**config.mk**
```make
export PLATFORM = sky130hd
export DESIGN_NAME = latch_fifo
export DESIGN_NICKNAME = d
export VERILOG_FILES = /design/src/rtl/latch_fifo.sv
export SDC_FILE = /design/constraint.sdc
export NUM_CORES = 2
export LEC_CHECK = 0
export CAP_MARGIN = 10
export CELL_PAD_IN_SITES_DETAIL_PLACEMENT = 1
export CELL_PAD_IN_SITES_GLOBAL_PLACEMENT = 1
export CORE_MARGIN = 5
export CORE_UTILIZATION = 25
export DETAILED_ROUTE_END_ITERATION = 8
export DONT_BUFFER_PORTS = 1
export PLACE_DENSITY = 0.51
export SYNTH_ARGS = -nofsm -noshare
export SYNTH_HDL_FRONTEND = slang
export SYNTH_SLANG_ARGS = --single-unit
```
**constraint.sdc**
```tcl
create_clock -name clk -period 2.4 [get_ports clk]
set_input_delay 0.6 -clock clk [delete_from_list [all_inputs] [get_ports clk]]
set_output_delay 0.6 -clock clk [all_outputs]
set_load 0.02 [all_outputs]
```
**src/rtl/latch_fifo.sv**
```systemverilog
// latch_fifo: capture buffer for wide datapath words.
//   Queues up to DEPTH words and presents the oldest one downstream with a
//   ready/valid handshake. Words pushed at a rising edge become visible on
//   d_o/valid_o after that edge; there is no path from d_i to d_o.
//
// Parameters
//   WIDTH     data width in bits
//   DEPTH     number of entries (any integer >= 1)
//   OVERWRITE full policy: 0 = drop incoming word, 1 = overwrite oldest entry
//
// Ports
//   clk        clock, rising edge
//   resetn     asynchronous reset, active-low
//   enable_i   capture enable (gates pushes only)
//   clear_i    synchronous clear of all state, wins over push/pop
//   d_i        input word
//   valid_i    input word valid
//   ready_o    buffer accepts input this cycle
//   d_o        head word, zero when valid_o=0
//   valid_o    head word present
//   ready_i    downstream consumes head when valid_o=1
//   count_o    occupied entries, 0..DEPTH
//   overflow_o sticky: a word was dropped or overwritten
module latch_fifo #(
  parameter int unsigned WIDTH     = 256,
  parameter int unsigned DEPTH     = 4,
  parameter bit          OVERWRITE = 1'b0
) (
  input  logic                         clk,
  input  logic                         resetn,
  input  logic                         enable_i,
  input  logic                         clear_i,
  input  logic [WIDTH-1:0]             d_i,
  input  logic                         valid_i,
  output logic                         ready_o,
  output logic [WIDTH-1:0]             d_o,
  output logic                         valid_o,
  input  logic                         ready_i,
  output logic [$clog2(DEPTH+1)-1:0]   count_o,
  output logic                         overflow_o
);

  localparam int unsigned CW = $clog2(DEPTH + 1);
  localparam int unsigned PW = (DEPTH > 1) ? $clog2(DEPTH) : 1;
  localparam logic [CW-1:0] FULL_CNT = CW'(DEPTH);
  localparam logic [PW-1:0] LAST_PTR = PW'(DEPTH - 1);

  logic [WIDTH-1:0] mem_q [DEPTH];
  logic [PW-1:0]    head_q, head_d;
  logic [PW-1:0]    tail_q, tail_d;
  logic [CW-1:0]    count_q, count_d;
  logic             ovf_q, ovf_d;
  logic             mem_we_s;
  logic             valid_s;
  logic             push_req_s;
  logic             pop_s;
  logic             full_s;

  // Pointer increment that wraps at DEPTH-1, so DEPTH need not be a power of two.
  function automatic logic [PW-1:0] ptr_inc(input logic [PW-1:0] p);
    if (p == LAST_PTR) begin
      return {PW{1'b0}};
    end else begin
      return p + PW'(1);
    end
  endfunction

  assign valid_s    = (count_q != {CW{1'b0}});
  assign push_req_s = valid_i && enable_i;
  assign pop_s      = valid_s && ready_i;
  assign full_s     = (count_q == FULL_CNT);

  // Next-state decode for pointers, occupancy and the sticky overflow flag.
  always_comb begin
    mem_we_s = 1'b0;
    head_d   = head_q;
    tail_d   = tail_q;
    count_d  = count_q;
    ovf_d    = ovf_q;
    if (push_req_s && (!full_s || pop_s)) begin
      // Normal push; a simultaneous pop keeps the count and also frees the head.
      mem_we_s = 1'b1;
      tail_d   = ptr_inc(tail_q);
      if (pop_s) begin
        head_d = ptr_inc(head_q);
      end else begin
        count_d = count_q + CW'(1);
      end
    end else if (push_req_s) begin
      // Full with no pop: the word is either dropped or replaces the oldest.
      ovf_d = 1'b1;
      if (OVERWRITE) begin
        mem_we_s = 1'b1;
        tail_d   = ptr_inc(tail_q);
        head_d   = ptr_inc(head_q);
      end else begin
        mem_we_s = 1'b0;
      end
    end else if (pop_s) begin
      head_d  = ptr_inc(head_q);
      count_d = count_q - CW'(1);
    end else begin
      count_d = count_q;
    end
  end

  // Control state register with async reset and synchronous clear.
  always_ff @(posedge clk or negedge resetn) begin
    if (!resetn) begin
      head_q  <= {PW{1'b0}};
      tail_q  <= {PW{1'b0}};
      count_q <= {CW{1'b0}};
      ovf_q   <= 1'b0;
    end else if (clear_i) begin
      head_q  <= {PW{1'b0}};
      tail_q  <= {PW{1'b0}};
      count_q <= {CW{1'b0}};
      ovf_q   <= 1'b0;
    end else begin
      head_q  <= head_d;
      tail_q  <= tail_d;
      count_q <= count_d;
      ovf_q   <= ovf_d;
    end
  end

  // Storage array, zeroed on reset and clear so old data never lingers.
  always_ff @(posedge clk or negedge resetn) begin
    if (!resetn) begin
      for (int i = 0; i < DEPTH; i++) begin
        mem_q[i] <= {WIDTH{1'b0}};
      end
    end else if (clear_i) begin
      for (int i = 0; i < DEPTH; i++) begin
        mem_q[i] <= {WIDTH{1'b0}};
      end
    end else if (mem_we_s) begin
      mem_q[tail_q] <= d_i;
    end else begin
      mem_q[tail_q] <= mem_q[tail_q];
    end
  end

  // Output decode: head word is masked whenever the buffer is empty.
  always_comb begin
    valid_o    = valid_s;
    count_o    = count_q;
    overflow_o = ovf_q;
    ready_o    = enable_i && ((count_q < FULL_CNT) || OVERWRITE || pop_s);
    if (valid_s) begin
      d_o = mem_q[head_q];
    end else begin
      d_o = {WIDTH{1'b0}};
    end
  end

endmodule

```
### Word level (Yosys, flattened, before mapping)

Index checks and enable logic that the tools add are counted.

| word-level totals | value |
|---|---|
| bits in registers | 1032 |
| input port bits | 262 |
| output and inout bits | 262 |
| logic and storage cells | 68 |

| operators by class | value |
|---|---|
| add/sub/neg operators | 4 |
| order comparisons | 4 |
| eq/ne operators | 6 |
| muxes and demuxes | 30 |
| bitwise logic cells | 2 |
| reductions and logical operators | 14 |

Operators with widths:

| cell | count |
|---|---|
| $bwmux 1024 | 2 |
| $mux 1024 | 2 |
| $mux 256 | 6 |
| $bmux 256 s2 | 2 |
| $demux 256 s2 | 1 |
| $mux 2 | 8 |
| $mux 3 | 5 |
| $ge 3x3->1 const B | 2 |
| $not 2->3 | 2 |
| $reduce_bool 3->1 | 2 |
| $logic_and 1x1->1 | 5 |
| $add 2x1->2 const B | 2 |
| $eq 2x2->1 const B | 2 |
| $mux 1 | 4 |
| $reduce_bool 2->1 | 2 |
| $add 3x1->3 const B | 1 |
| $eq 3x3->1 const B | 1 |
| $lt 3x1->1 const B | 1 |
| $lt 3x3->1 const B | 1 |
| $ne 3x2->1 const B | 1 |
| $ne 3x3->1 const B | 1 |
| $reduce_and 3->1 | 1 |
| $sub 3x1->3 const B | 1 |
| $logic_or 1x1->1 | 2 |
| 3 further kinds | 3 |

### Longest topological paths before layout

| depth | value |
|---|---|
| word-level depth | 8 |
| depth in mapped cells | 11 |
| depth with buffers taken out | 8 |

### Least setup slack after synthesis

OpenSTA, ideal clock, no wires.

| timing path | value |
|---|---|
| path kind | flip-flop to flip-flop |
| start | reg count_q[1] (netlist: count_o[1]) |
| end | reg count_q[2] (netlist: count_o[2]) |
| library setup time | 125 ps |
| arrival | 2611 ps |
| required time | 2275 ps |
| slack | -336 ps |
| cell stages (with the launch flop) | 12 |
| buffers on the path | 3 |
| clock period less this slack | 2736 ps |
| cells stage by stage | dfrtp_1 -> nor4b_4 -> or2_1 -> buf_2 -> buf_4 -> buf_4 -> o21a_1 -> ha_1 -> inv_1 -> or3_1 -> a22oi_1 -> mux2_2 |

| between the ends | value |
|---|---|
| cells in the longest elaborated chain, start to end | 6 |
| elaborated cells between the ends (all ways) | 17 |
| classes of those cells | add/sub: 2; eq/ne: 3; mux: 5; reduce/logical: 7 |

Ends and longest elaborated chain:

| what | line | RTL |
|---|---|---|
| from (decl) | 51 | `logic [CW-1:0] count_q, count_d;` |
| from (signal assigned) | 112 | `count_q <= {CW{1'b0}};` |
| from (signal assigned) | 117 | `count_q <= {CW{1'b0}};` |
| from (signal assigned) | 122 | `count_q <= count_d;` |
| branches (longest 6 deep; another with $sub 3x1->3) | - |  |

Several ways; the timed one is not identified. The select of a mux whose other input is x is not followed.
A chain may end at the register's enable or synchronous reset.

### Worst setup path after layout

| timing path | value |
|---|---|
| start | reg head_q[0] |
| end | out d_o[176] |

| between the ends | value |
|---|---|
| cells in the longest elaborated chain, start to end | 5 |

Ends and longest elaborated chain:

| what | line | RTL |
|---|---|---|
| from (decl) | 49 | `logic [PW-1:0] head_q, head_d;` |
| from (signal assigned) | 110 | `head_q <= {PW{1'b0}};` |
| from (signal assigned) | 115 | `head_q <= {PW{1'b0}};` |
| $not 2->3 (not written as such) | 151 | `d_o = mem_q[head_q];` |
| $bmux 256 s2 | 151 |  |
| $mux 256 (not written as such) (2 in a row) | 151 |  |
| $mux 256 | 150 | `if (valid_s) begin` |
| to (decl) | 36 | `output logic [WIDTH-1:0] d_o,` |

No other way between the ends. The select of a mux whose other input is x is not followed.

==> reports/metrics.cfg <==
[status]
outcome = finished, violations left
failed_checks = hold timing, setup timing

[finish]
nFillCells = 23900
layout-drive-gt1-share_pct = 26.2
instances_no_fill = 7700
fin_nets = 4868
finalInstanceArea_mm2 = 0.0670
syn_to_final_growth_pct = 20.7

[power]
power_leakage_nw = 26.3
ir_drop_mv = 0.648
p_comb_share_pct = 26.6
clock_power_share_pct = 37.8
pwr-share-seq_pct = 35.6
netSwitchingFraction_pct = 32.0
switching_power_mw = 17.6
power.total_mw = 54.9
internal_power_mw = 37.3
power.density_mw_per_mm2 = 819

[clock_network]
htreeDepth = 4
cts-root-buf = clkbuf_16
cts.sinks = 1032
cts_made_buffers = 136
clk_pin_slew_ns = 0.06
clk_latency_ns = 0.77
clockBufferDepth = 3
cts_tree = done

[synthesis]
ys_top_cells_by_area = dfrtp_1, mux4_2, a211oi_1
synth_edf_count = 0
syn-mean-instance-area_um2 = 11.9
synth_common_cells = dfrtp_1, nor2_1, a211oi_1, mux4_2, clkbuf_1
syn-num-nets = 4940
async_reset_ff_share_pct = 100
synthDistinctLibCells = 31
yosysTopAreaCell = dfrtp_1
ys_seq_area_share_pct = 46.5
ys_ff_latch = 1032
synth.most_common_cell = dfrtp_1
synth-main-ff-cell = dfrtp_1
synth_warnings = 0
netlist_area_mm2 = 0.0555
synthCells = 4672
yosys.area.top_type_share_pct = 46.5

[floorplanning]
dieHeight_um = 481
start_util_pct = 25.1
die_w_um = 481
core_mm2 = 0.222
dieArea_mm2 = 0.232
rows = 173
ioPinCount = 524

[placement]
place_hpwl_um = 119000
place_inst = 7394
postPlaceCellArea_mm2 = 0.0610
place_congestion = 0.758
portBuffers = 0

[job]
drv_cap = 0

[route]
firstDrtPassIters = 6
final_antenna_net_count = 0
routed_via_density = 5.11
drt_iter0_drc = 1936
wl_per_cell_um = 24.8
route.detailed.drc = 0
vias = 39300
drt-total-wl_um = 191000

[worst_setup_path]
crit_path_end_kind = output pin
cpLargestDelayFamily = buffers and inverters
crit_type = flop to output pin
critPathMaxStageDelay_ns = 0.51
slowest_stage = mux4_2
cp_common_cell = buf_12
cp.required_ns = 1.80
crit_chain = buf_12, buf_12, buf_16, buf_4, mux4_2, and2_4
crit_fanout = 7
cp.arrival_ns = 2.60
critical_path_buf_inv_count = 4
r2r_slack_ns = 0.08
start_kind = flop

[timing]
tns_ns = -177.59
fin_crit_ns = 3.20
min_period_over_period_pct = 133
slew_headroom_pct = 16.9
final-hold-violation-count = 177
maxSlewViolCount = 0
rsz0062_at_grt = true
finClkSkew_ns = 0.0331
fin_worst_hold_slack_ns = -0.468
setup_ws_ns = -0.795
tightest_slew_ns = 1.25
setup_viol = 257
fmax_mhz = 313

[global_route]
track_usage_pct = 16.0
grt_max_degree = 1034
grt_pass1_wl_um = 287000
antenna_found_initial = 34
overflow = 0
grt_pass1_vias = 42000

[worst_hold_path]
hold_class = input pin to async pin

==> cell usage in the layout, fill, tap and decap left out, types with 5 or more instances in the layout <==
master / synthesis / final
buf_4: 13 / 118
clkbuf_1: 431 / 34
buf_8: 0 / 11
clkbuf_8: 0 / 24
and2_1: 256 / 79
diode_2: 0 / 21
dfrtp_1: 1032 / 1026
buf_12: 0 / 138
mux2i_1: 256 / 238
buf_16: 0 / 24
clkbuf_16: 0 / 148
mux4_2: 512 / 512
nand2_1: 5 / 5
a21oi_1: 6 / 6
mux2i_2: 0 / 18
nor2_1: 1029 / 1029
bufinv_16: 0 / 7
and2_4: 0 / 173
a211oi_1: 1025 / 1025
clkinv_2: 0 / 22
==> worst paths after layout <==
check	start	end	cells after the start
min reg2reg	mem_q[935]$_DFFE_PN0P_	mem_q[935]$_DFFE_PN0P_	2
max in group asynchronous	resetn	tail_q[1]$_DFFE_PN0P_	2
max	head_q[0]$_DFFE_PN0P_	d_o[176]	6
max reg2reg	count_o[0]$_DFFE_PN0P_	mem_q[934]$_DFFE_PN0P_	7
min in group clk	clear_i	count_o[2]$_DFFE_PN0P_	2
min	resetn	mem_q[562]$_DFFE_PN0P_	0
==> worst reg2reg max path, stage by stage (launching register included) <==
cell	delay, ns
dfrtp_2	0.43
nor4b_4	0.27
or2_4	0.17
buf_4	0.16
buf_12	0.22
buf_4	0.34
mux2i_1	0.41
a211oi_1	0.14
==> power groups by stage <==
stage | Combinational (mW) | Sequential [mW] | Clock (mW)
finish | 14.6 | 19.5 | 20.7
global route | 15.8 | 19.7 | 22.2
CTS | 14.4 | 19.5 | 21.5
detailed placement | 13.1 | 19.9 | 0
global placement | 12.9 | 19.8 | 0
floorplan | 8.83 | 19.5 | 0
==> cell families after synthesis <==
kind of cell	synth area share, %
simple gates	10.0
compound gates	14.1
flops	46.5
mux	25.4
buf+inv	3.88
fa+ha+maj	0.135
==> flip-flops by register name, indices dropped and copies added (netlist names) <==
register and flops:
count_o 3, head_q 2, mem_q 1024, overflow_o 1, tail_q 2
==> layer usage <==
| layer | GRT usage [%] | wire [um] | vias up |
|---|---|---|---|
| met3 | 3.98 | 10800 | 251 |
| met4 | 4.19 | 4350 | 24 |
| met2 | 26.1 | 92400 | 752 |
| met1 | 21.2 | 82900 | 20700 |
| li1 | - | - | 17600 |
| met5 | 0 | 160 | - |
==> final cells by class <==
type	instances	area, um^2	area share (%)
multi-input combinational	3119	28100	42.0
sequential	1032	25800	38.6
timing repair buffer	307	4760	7.10
clock buffer	198	3960	5.91
tap	2975	3720	5.55
clock inverter	44	553	0.825
antenna	21	52.6	0.0784
inverter	4	15.0	0.0224
==> metrics by stage <==
stage / worst slack [ns] / utilization [%]
finish: -0.795 / 30.2
global route: -0.893 / 30.2
CTS: -0.890 / 30.0
detailed placement: -0.463 / 27.5
global placement: -0.461 / 27.5
floorplan: -0.259 / -
==> what timing repair did <==
item | in CTS | in global routing
endpoints found under the setup margin | 257 | 611
endpoints found under the hold margin | 355 | 257
hold buffers | 3 | 1
buffers inserted | 13 | 5
resized for setup | 375 | 45
pin swaps | 7 | 2
gates cloned | 9 | 8
Note: power is estimated with default switching activity, not from simulation.
